==> src/rtl/bridge_top_2ff.sv <==
// -----------------------------------------------------------------------------
// bridge_top_2ff
//
// Bidirectional single-word transfer bridge between a master port (_m) and a
// slave port (_s). Each direction is an independent channel using a 4-phase
// req/ack handshake. Every crossing control signal passes through a two-flop
// synchronizer, so the two sides can later be moved onto separate clocks.
// The hold register is passed as a plain bus. It is stable whenever req or ack
// is high.
//
// Ports (bridge_top_2ff):
//   clk      in   single clock, rising edge
//   rst_n    in   synchronous active-low reset
//   sdata_m  in   word the master sends toward the slave side
//   vi_m     in   master send request
//   rdata_m  out  last word received from the slave side
//   vo_m     out  one-cycle pulse: rdata_m updated
//   snt_m    out  one-cycle pulse: master transfer complete, channel idle
//   sdata_s, vi_s, rdata_s, vo_s, snt_s: same roles for the slave side
//
// Ports (bridge_chan_2ff, one direction):
//   clk, rst_n  as above
//   sdata_i     word offered by the sending side
//   vi_i        send request from the sending side
//   snt_o       completion pulse back to the sending side
//   rdata_o     word delivered to the receiving side
//   vo_o        delivery pulse on the receiving side
// -----------------------------------------------------------------------------

module bridge_chan_2ff #(
  parameter int DATA_MSB = 31
) (
  input  logic              clk,
  input  logic              rst_n,
  input  logic [DATA_MSB:0] sdata_i,
  input  logic              vi_i,
  output logic              snt_o,
  output logic [DATA_MSB:0] rdata_o,
  output logic              vo_o
);

  typedef enum logic [1:0] {
    S_IDLE        = 2'd0,
    S_WAIT_ACK_HI = 2'd1,
    S_WAIT_ACK_LO = 2'd2
  } snd_state_e;

  typedef enum logic {
    R_IDLE  = 1'b0,
    R_ACKED = 1'b1
  } rcv_state_e;

  snd_state_e        snd_state_q, snd_state_d;
  logic [DATA_MSB:0] hold_q, hold_d;
  logic              snt_q, snt_d;
  logic              ack_sync1_q, ack_sync2_q;

  rcv_state_e        rcv_state_q, rcv_state_d;
  logic [DATA_MSB:0] rdata_q, rdata_d;
  logic              vo_q, vo_d;
  logic              req_sync1_q, req_sync2_q;

  // req is high exactly while the sender waits for ack to rise; ack is high
  // exactly while the receiver is in ACKED. Both are therefore state decodes
  // of registers and are glitch-free.
  logic              req_s;
  logic              ack_s;

  assign req_s = (snd_state_q == S_WAIT_ACK_HI);
  assign ack_s = (rcv_state_q == R_ACKED);

  // Sender state, hold register, completion pulse and ack synchronizer.
  always_ff @(posedge clk) begin
    if (!rst_n) begin
      snd_state_q <= S_IDLE;
      hold_q      <= '0;
      snt_q       <= 1'b0;
      ack_sync1_q <= 1'b0;
      ack_sync2_q <= 1'b0;
    end else begin
      snd_state_q <= snd_state_d;
      hold_q      <= hold_d;
      snt_q       <= snt_d;
      ack_sync1_q <= ack_s;
      ack_sync2_q <= ack_sync1_q;
    end
  end

  // Sender next-state: accept in IDLE, drop req on synced ack high, finish on synced ack low.
  always_comb begin
    snd_state_d = snd_state_q;
    hold_d      = hold_q;
    snt_d       = 1'b0;
    case (snd_state_q)
      S_IDLE: begin
        if (vi_i) begin
          hold_d      = sdata_i;
          snd_state_d = S_WAIT_ACK_HI;
        end else begin
          snd_state_d = S_IDLE;
        end
      end
      S_WAIT_ACK_HI: begin
        if (ack_sync2_q) begin
          snd_state_d = S_WAIT_ACK_LO;
        end else begin
          snd_state_d = S_WAIT_ACK_HI;
        end
      end
      S_WAIT_ACK_LO: begin
        if (!ack_sync2_q) begin
          snt_d       = 1'b1;
          snd_state_d = S_IDLE;
        end else begin
          snd_state_d = S_WAIT_ACK_LO;
        end
      end
      default: begin
        snd_state_d = S_IDLE;
      end
    endcase
  end

  // Receiver state, delivered word, delivery pulse and req synchronizer.
  always_ff @(posedge clk) begin
    if (!rst_n) begin
      rcv_state_q <= R_IDLE;
      rdata_q     <= '0;
      vo_q        <= 1'b0;
      req_sync1_q <= 1'b0;
      req_sync2_q <= 1'b0;
    end else begin
      rcv_state_q <= rcv_state_d;
      rdata_q     <= rdata_d;
      vo_q        <= vo_d;
      req_sync1_q <= req_s;
      req_sync2_q <= req_sync1_q;
    end
  end

  // Receiver next-state: capture the hold bus once synced req rises, release ack once it falls.
  always_comb begin
    rcv_state_d = rcv_state_q;
    rdata_d     = rdata_q;
    vo_d        = 1'b0;
    case (rcv_state_q)
      R_IDLE: begin
        if (req_sync2_q) begin
          // hold_q has been stable since req rose two edges ago.
          rdata_d     = hold_q;
          vo_d        = 1'b1;
          rcv_state_d = R_ACKED;
        end else begin
          rcv_state_d = R_IDLE;
        end
      end
      R_ACKED: begin
        if (!req_sync2_q) begin
          rcv_state_d = R_IDLE;
        end else begin
          rcv_state_d = R_ACKED;
        end
      end
      default: begin
        rcv_state_d = R_IDLE;
      end
    endcase
  end

  assign snt_o   = snt_q;
  assign rdata_o = rdata_q;
  assign vo_o    = vo_q;

endmodule

module bridge_top_2ff #(
  parameter int DATA_MSB = 31
) (
  input  logic              clk,
  input  logic              rst_n,
  input  logic [DATA_MSB:0] sdata_m,
  input  logic              vi_m,
  output logic [DATA_MSB:0] rdata_m,
  output logic              vo_m,
  output logic              snt_m,
  input  logic [DATA_MSB:0] sdata_s,
  input  logic              vi_s,
  output logic [DATA_MSB:0] rdata_s,
  output logic              vo_s,
  output logic              snt_s
);

  // Master-to-slave channel.
  bridge_chan_2ff #(.DATA_MSB(DATA_MSB)) u_m2s (
    .clk     (clk),
    .rst_n   (rst_n),
    .sdata_i (sdata_m),
    .vi_i    (vi_m),
    .snt_o   (snt_m),
    .rdata_o (rdata_s),
    .vo_o    (vo_s)
  );

  // Slave-to-master channel.
  bridge_chan_2ff #(.DATA_MSB(DATA_MSB)) u_s2m (
    .clk     (clk),
    .rst_n   (rst_n),
    .sdata_i (sdata_s),
    .vi_i    (vi_s),
    .snt_o   (snt_s),
    .rdata_o (rdata_m),
    .vo_o    (vo_m)
  );

endmodule

==> config.mk <==
export PLATFORM = sky130hd
export DESIGN_NAME = bridge_top_2ff
export DESIGN_NICKNAME = d
export VERILOG_FILES = /design/src/rtl/bridge_top_2ff.sv
export SDC_FILE = /design/constraint.sdc
export NUM_CORES = 1
export LEC_CHECK = 0
export BUFFER_PORTS_ARGS = -buffer_cell sky130_fd_sc_hd__buf_2
export CAP_MARGIN = 5
export CORE_UTILIZATION = 52
export DETAILED_ROUTE_END_ITERATION = 8
export PLACE_DENSITY = 0.79
export SETUP_SLACK_MARGIN = 0.3
export SLEW_MARGIN = 40
export SYNTH_ARGS = -nofsm -noshare
export SYNTH_HDL_FRONTEND = slang
export SYNTH_HIERARCHICAL = 1
export SYNTH_SLANG_ARGS = --single-unit
==> constraint.sdc <==
create_clock -name clk -period 1.7 [get_ports clk]
set_clock_uncertainty 0.2 [all_clocks]
set_input_delay 0.17 -clock clk [delete_from_list [all_inputs] [get_ports clk]]
set_output_delay 0.17 -clock clk [all_outputs]
set_load 0.005 [all_outputs]
# Word-level counts from Yosys, hierarchy flattened
# Index checks and enable logic that the tools add are counted.
# op_classes
n_eq_ne	4
muxes	12
n_bitwise	3
n_reduce_logical	10
# ops
operator	count
$pmux W2 S3	2
$reduce_and A2 Y1	6
$mux W2	4
$mux W1	6
$eq A2 B1 Y1 const B	2
$eq A2 B2 Y1 const B	2
$logic_not A2 Y1	2
$reduce_or A2 Y1	2
$not A1 Y1	3
# totals
reg_bits	146
inputBits	68
output_inout_bits	68
word_cells	49

# Depth between registers and ports, before layout
# Gate-level depths: netlist (run 1).
# logic_depth
depth_word	2
mapped_depth	5
mapped_depth_nobuf	3

# Cells and area by module
# Netlist (run 1), hierarchy kept.
# by_module_without_submodules
mod	instances	cells_per_inst	area_per_inst_um2	seq_area_each_um2
bridge_chan_2ff	2	305	2622.5	1461.4

# Worst setup path before layout (run 1)
# Ideal clock, no wire load.
# synth_timing
path_kind	reg2reg
start	register u_m2s.snd_state_q[1]
end	register u_m2s.hold_q[21]
setup_ps	123
arrival_ps	993
t_required_ps	1377
setup_slack_ps	384
stages_incl_launch_ff	4
n_path_buf	1
period_less_slack_ps	1316
cell_sequence	dfxtp_1 > nor3b_4 > clkbuf_2 > o21ai_0
# synth_between
elab_chain_len	2
# synth_rtl
item	line	rtl
start: declaration	53	snd_state_e snd_state_q, snd_state_d;
start signal: assignment	81	snd_state_q <= snd_state_d;
$logic_not A2 Y1	94	case (snd_state_q)
$reduce_and A2 Y1 (no line)	n/a	
end signal: assignment	82	hold_q <= hold_d;
end: declaration	54	logic [DATA_MSB:0] hold_q, hold_d;
# Every way passes these cells.
# A chain may end at the register's enable or synchronous reset.

# Final worst setup path (run 1)
# layout_timing
start	register u_m2s.snd_state_q[0]
end	register u_m2s.hold_q[30]
# The elaborated chain is that of the path after synthesis.

==> results of run 1 <==
## area by class of cell
type,instances,area share (%)
clock buffer,17,5.41
clock inverter,15,2.79
inverter,2,0.0980
multi-input combinational,412,27.8
sequential,146,38.3
tap,133,2.17
timing repair buffer,226,23.4
## stage by stage
stage          setup slack (ns)  instances
2_1_floorplan             0.384        610
3_3_place_gp              0.360        840
3_5_place_dp              0.256        840
4_1_cts                   0.280        939
5_1_grt                   0.161        951
6_report                  0.173        951
## power by group through the flow
stage / Combinational (mW) / Clock (mW) / Sequential, mW
final: 0.694 / 3.94 / 3.61
after global routing: 0.742 / 4.15 / 3.62
after CTS: 0.564 / 3.98 / 3.61
after detailed placement: 0.436 / 0 / 3.68
after global placement: 0.423 / 0 / 3.67
after floorplan: 0.273 / 0 / 3.67
## state kept, by name, indices dropped and copies added, names as in the netlist
register           count
u_m2s/ack_s            1
u_m2s/ack_sync1_q      1
u_m2s/ack_sync2_q      1
u_m2s/hold_q          32
u_m2s/rdata_o         32
u_m2s/req_sync1_q      1
u_m2s/req_sync2_q      1
u_m2s/snd_state_q      2
u_m2s/snt_o            1
u_m2s/vo_o             1
u_s2m/ack_s            1
u_s2m/ack_sync1_q      1
u_s2m/ack_sync2_q      1
u_s2m/hold_q          32
u_s2m/rdata_o         32
u_s2m/req_sync1_q      1
u_s2m/req_sync2_q      1
u_s2m/snd_state_q      2
u_s2m/snt_o            1
u_s2m/vo_o             1
## layer usage
layer / vias up / global-route usage [%] / wire length (µm)
li1: 2408 / - / -
met1: 2355 / 28.8 / 5950
met2: 221 / 44.4 / 8170
met3: 39 / 6.63 / 959
met4: 0 / 10.8 / 405
met5: - / 0 / 0
## synthesized netlist by cell type
cell	number
buf_2	22
and3b_1	2
dfxtp_1	146
nand2b_1	2
nor3b_1	2
buf_4	6
and2_1	10
xor2_1	2
a21boi_0	64
nor4bb_1	2
clkbuf_2	6
nand3_1	64
nand2_1	192
nor2b_1	2
nor3b_4	2
inv_1	2
o21ai_1	10
o21ai_0	54
and3_1	2
clkbuf_1	16
mux2i_1	2
## kinds of logic after synthesis
family,after synthesis,share of synthesized area [%]
AOI/OAI and AO/OA,128,15.3
buffers and inverters,52,4.82
DFF,146,55.7
muxes,2,0.382
and+or+nand+nor,280,23.5
xor gates and xnor gates,2,0.334
## timing repair
item / 4_1_cts / 5_1_grt
gates cloned: 0 / 8
gates resized for setup: 3 / 39
endpoints found under the setup margin: 16 / 73
endpoints found under the hold margin: 72 / 0
hold buffers: 67 / 0
pin swaps: 0 / 3
setup buffers: 0 / 4
## worst max-delay path by stage
stage / start / to / cells past startpoint
floorplan: u_m2s/snd_state_q[1] / u_m2s/hold_q[21] / 3
global placement: u_m2s/snd_state_q[1] / u_m2s/hold_q[20] / 4
detailed placement: u_m2s/snd_state_q[1] / u_m2s/hold_q[8] / 4
CTS: u_m2s/snd_state_q[1] / u_m2s/hold_q[21] / 4
global route: u_m2s/snd_state_q[0] / u_m2s/hold_q[30] / 5
finish: u_m2s/snd_state_q[0] / u_m2s/hold_q[30] / 5
## critical path, cell delays in order (launching register included)
cell	delay [ns]
dfxtp_4	0.37
nor3b_4	0.26
buf_6	0.18
clkbuf_16	0.17
nand3_1	0.12
o21ai_1	0.14
==> run metrics, run 1 <==
status complete, no violations; PortBufs 135; pin count of the biggest net entering global routing 65; Comb pwr share under 10%; HP Class input port to register; Initial DRT Pass Iterations 6; area share of the largest cell type after synthesis 55.7%; number of remaining DRC errors 0; Core ar. between 9000 and 10,000 µm²; Final period util 89.8%; R2R Path Start u_m2s/snd_state_q[0]; Mapped Cells 610; first-pass GRT wire length slightly above 20,000 µm; Clock Latency Late Sink ~0.51 ns; Switch Pwr roughly 1.8 mW; register area share after synthesis 55.7%; layout cells sized above 1 26.4%; Syn-to-layout area delta 46.0%; Total Routing Usage GR between 20% and 30%; CP arrival 1.75 ns; post-synth top area cell dfxtp_1; warnings from Yosys 6; Synth cell types 21; clk buf depth 2; max_cap viols 0; Top Ports 136; Syn Nets 678; final wirelength 15,500 µm; initial core utilization 53.7%; slew margin rel. 78.4%; Pwr Density 1080 nW/µm²; RSZ-0062 raised after global routing true; flop2flop setup slack between 0.15 and 0.2 ns; Layout Utilization 78.4%; vias in the first global route 4,492; sequential fraction of design power 43.8%; Die Width 102 µm; DR iter-0 viols 307; mapped cell area 5250 µm²; full die area 10,500 µm²; H-tree depth 4; initial antenna violation count 0; Critical Path Source Type register; setup_tns 0 ns; Multi-input gate area 2130 µm²; clk root buf clkbuf_8; post-route cell area about 7700 µm²; CP max FO 8; die height 102 µm; worst hold slack approximately 0.22 ns; Worst-path clk slew 0.06 ns; CP required 1.92 ns; CP endpoint kind register; Mean Syn Cell Area 8.60 µm²; gr ovfl total 0; fillers 589; WL/cell 16.3 µm; DP Area between 6000 and 7000 µm²; Max VDD drop 0.000652 V; Sw Share 22.1%; diodes inserted 0; synth top area cells dfxtp_1, nand2_1, a21boi_0; total CTS buffers 17; crit path time final ~1.5 ns; Final HPWL DP around 7200 µm; total power 8.25 mW; row cnt 36; Fin. Hold Viols 0; Reg2Reg Depth 5; Setup CP Type register to register; Nets 873; Peak Freq between 0.6 and 0.7 GHz; P_int 6.43 mW; Post-DRT Antenna Nets 0; CTS sink count 146; P_leak 3.15 nW; Clk pwr share 47.8%; commonest non-fill, non-tap cell in the layout nand2_1; CTS tree yes; total number of vias about 5,000; vias per inst 5.28; FF-to-FF End u_m2s/hold_q[30]; hold path endpoint u_s2m/hold_q[19]; FF+latch count, synth between 100 and 150; WHS Path Cells 4; gp weighted congestion 0.766; Reg area 2940 µm²; Final Slew Violations 0; Setup-failing EPs final 0; Worst-Margin Slew about 0.32 ns; most frequent cells in the layout nand2_1, dfxtp_1, buf_2; min-delay src sdata_s[19]
No activity file was read; power rests on OpenSTA's default activity.
==> run 2, diff against run 1 <==
--- a/config.mk
+++ b/config.mk
@@ -5,7 +5,7 @@
 export SDC_FILE = /design/constraint.sdc
 export NUM_CORES = 1
 export LEC_CHECK = 0
-export BUFFER_PORTS_ARGS = -buffer_cell sky130_fd_sc_hd__buf_2
+export BUFFER_PORTS_ARGS = -buffer_cell sky130_fd_sc_hd__buf_4
 export CAP_MARGIN = 5
 export CORE_UTILIZATION = 52
 export DETAILED_ROUTE_END_ITERATION = 8
==> run 2 against run 1 <==
Against the previous run:
- non-clock buffer count rose by 3
- maximum frequency rose by 2.1%
- clock power rose by 7.4%
- worst hold slack improved by 0.0017 ns
- critical path type unchanged
==> run metrics, run 2 (same netlist as run 1, synthesis figures left out) <==
clk root buf clkbuf_8; layout cells sized above 1 26.8% (+0.42 points); HP Class input port to register; pin count of the biggest net entering global routing 77 (+18%); WHS Path Cells 4 (unchanged); Peak Freq 0.669 GHz (+2.1%); Top Ports 136 (unchanged); Final HPWL DP 7480 µm (+4.4%); fillers 504 (-14%); Worst-path clk slew 0.06 ns (about the same); min-delay src sdata_s[24]; setup_tns 0 ns (unchanged); Reg2Reg Depth 5 (unchanged); max_cap viols 0 (unchanged); status complete, no violations; initial core utilization 53.7% (unchanged); total power 8.61 mW (+4.4%); Reg area 2940 µm² (about the same); total number of vias 5,193 (+3.4%); gp weighted congestion 0.745 (-2.7%); gr ovfl total 0 (unchanged); worst hold slack 0.217 ns (+0.00170 ns); diodes inserted 0 (unchanged); PortBufs 135 (unchanged); FF-to-FF End u_m2s/hold_q[22]; Initial DRT Pass Iterations 5 (-1); Worst-Margin Slew 0.320 ns (+0.000521 ns); CP required 1.93 ns (about the same); Post-Place Cells 843 (+0.36%); Multi-input gate area 2140 µm² (+0.65%); crit path time final 1.50 ns (-0.0316 ns); Syn-to-layout area delta 53.5%; CP max FO 8 (unchanged); flop2flop setup slack 0.20 ns (+0.03 ns); Final Slew Violations 0 (unchanged); Final period util 88.0% (-1.9 points); clk buf depth 2 (unchanged); first-pass GRT wire length 21,200 µm (+3.9%); vias per inst 5.45 (+3.2%); Setup CP Type register to register; RSZ-0062 raised after global routing true; P_leak 3.23 nW (+2.5%); Pwr Density 1070 nW/µm² (-0.72%); Critical Path Source Type register; final wirelength 16,200 µm (+4.7%); initial antenna violation count 0 (unchanged); total CTS buffers 17 (unchanged); most frequent cells in the layout nand2_1, buf_4, dfxtp_1; DR iter-0 viols 415 (+35%); CP endpoint kind register; full die area 10,500 µm² (unchanged); R2R Path Start u_m2s/snd_state_q[1]; Nets 876 (+0.34%); Max VDD drop 0.000929 V (+42%); WL/cell 17.0 µm (+4.5%); CTS tree yes; vias in the first global route 4,574 (+1.8%); Final Instance Count excl. Fillers 953 (+0.21%); Fin. Hold Viols 0 (unchanged); CTS sink count 146 (unchanged); row cnt 36 (unchanged); H-tree depth 4 (unchanged); Setup-failing EPs final 0 (unchanged); commonest non-fill, non-tap cell in the layout nand2_1; Core ar. 9770 µm² (unchanged); Clock Latency Late Sink 0.52 ns (about the same); die height 102 µm (unchanged); Total Routing Usage GR 26.5% (+1.3 points); Post-DRT Antenna Nets 0 (unchanged); Die Width 102 µm (unchanged); slew margin rel. 78.6% (+0.26 points); hold path endpoint u_s2m/hold_q[24]; CP arrival 1.73 ns (-0.02 ns); number of remaining DRC errors 0 (unchanged)
run 2: metrics by stage:
stage	utilization [%]	setup WS [ns]	cell area, µm²
final	82.4	0.204	8050
after global routing	82.4	0.171	8050
after CTS	79.3	0.288	7750
after detailed placement	64.9	0.261	6350
after global placement	64.9	0.344	6350
after floorplan	-	0.384	5250
run 2: layer usage:
metal  share of wire (%)  global-route usage (%)
met5                   0                       0
met4                 2.9                    10.2
met3                 6.4                    8.48
met2                  52                    46.1
met1                  39                    30.2
run 2: final cells by class:
cell class                      instances  share of cell area (%)
Clock buffer                           20                    5.41
Clock inverter                         11                    2.89
Sequential cell                       146                    36.5
Timing Repair Buffer                  229                    26.4
Tap cell                              133                    2.07
Multi-Input combinational cell        412                    26.6
Inverter                                2                  0.0932
run 2: where the power goes:
part           switching [mW]  total (mW)  internal, mW
logic                   0.346       0.765         0.419
clock network            1.38        4.23          2.85
registers              0.0723        3.61          3.54
run 2: worst max-delay path by stage:
stage,start,end,slack [ns],depth (start not counted)
final,u_m2s/snd_state_q[1],u_m2s/hold_q[22],0.20,5
after global routing,u_m2s/snd_state_q[1],u_m2s/hold_q[22],0.17,5
after CTS,u_s2m/snd_state_q[1],u_s2m/hold_q[27],0.29,4
after detailed placement,u_m2s/snd_state_q[1],u_m2s/hold_q[18],0.26,4
after global placement,u_m2s/snd_state_q[1],u_m2s/hold_q[19],0.34,4
after floorplan,u_m2s/snd_state_q[1],u_m2s/hold_q[21],0.38,3
run 2: worst max-delay path, stage by stage (launching register included):
cell	delay, ns
dfxtp_4	0.36
nor3b_4	0.24
buf_6	0.21
buf_12	0.14
nand3_1	0.12
o21ai_0	0.13
run 2: repair_timing:
item                                   CTS  global route
endpoints found under the hold margin   77             0
hold buffers                            67             0
gates resized for setup                  7            55
setup endpoints to repair               36            90
pin swaps                                1             9
setup buffers                            1             3
gates cloned                             1             7
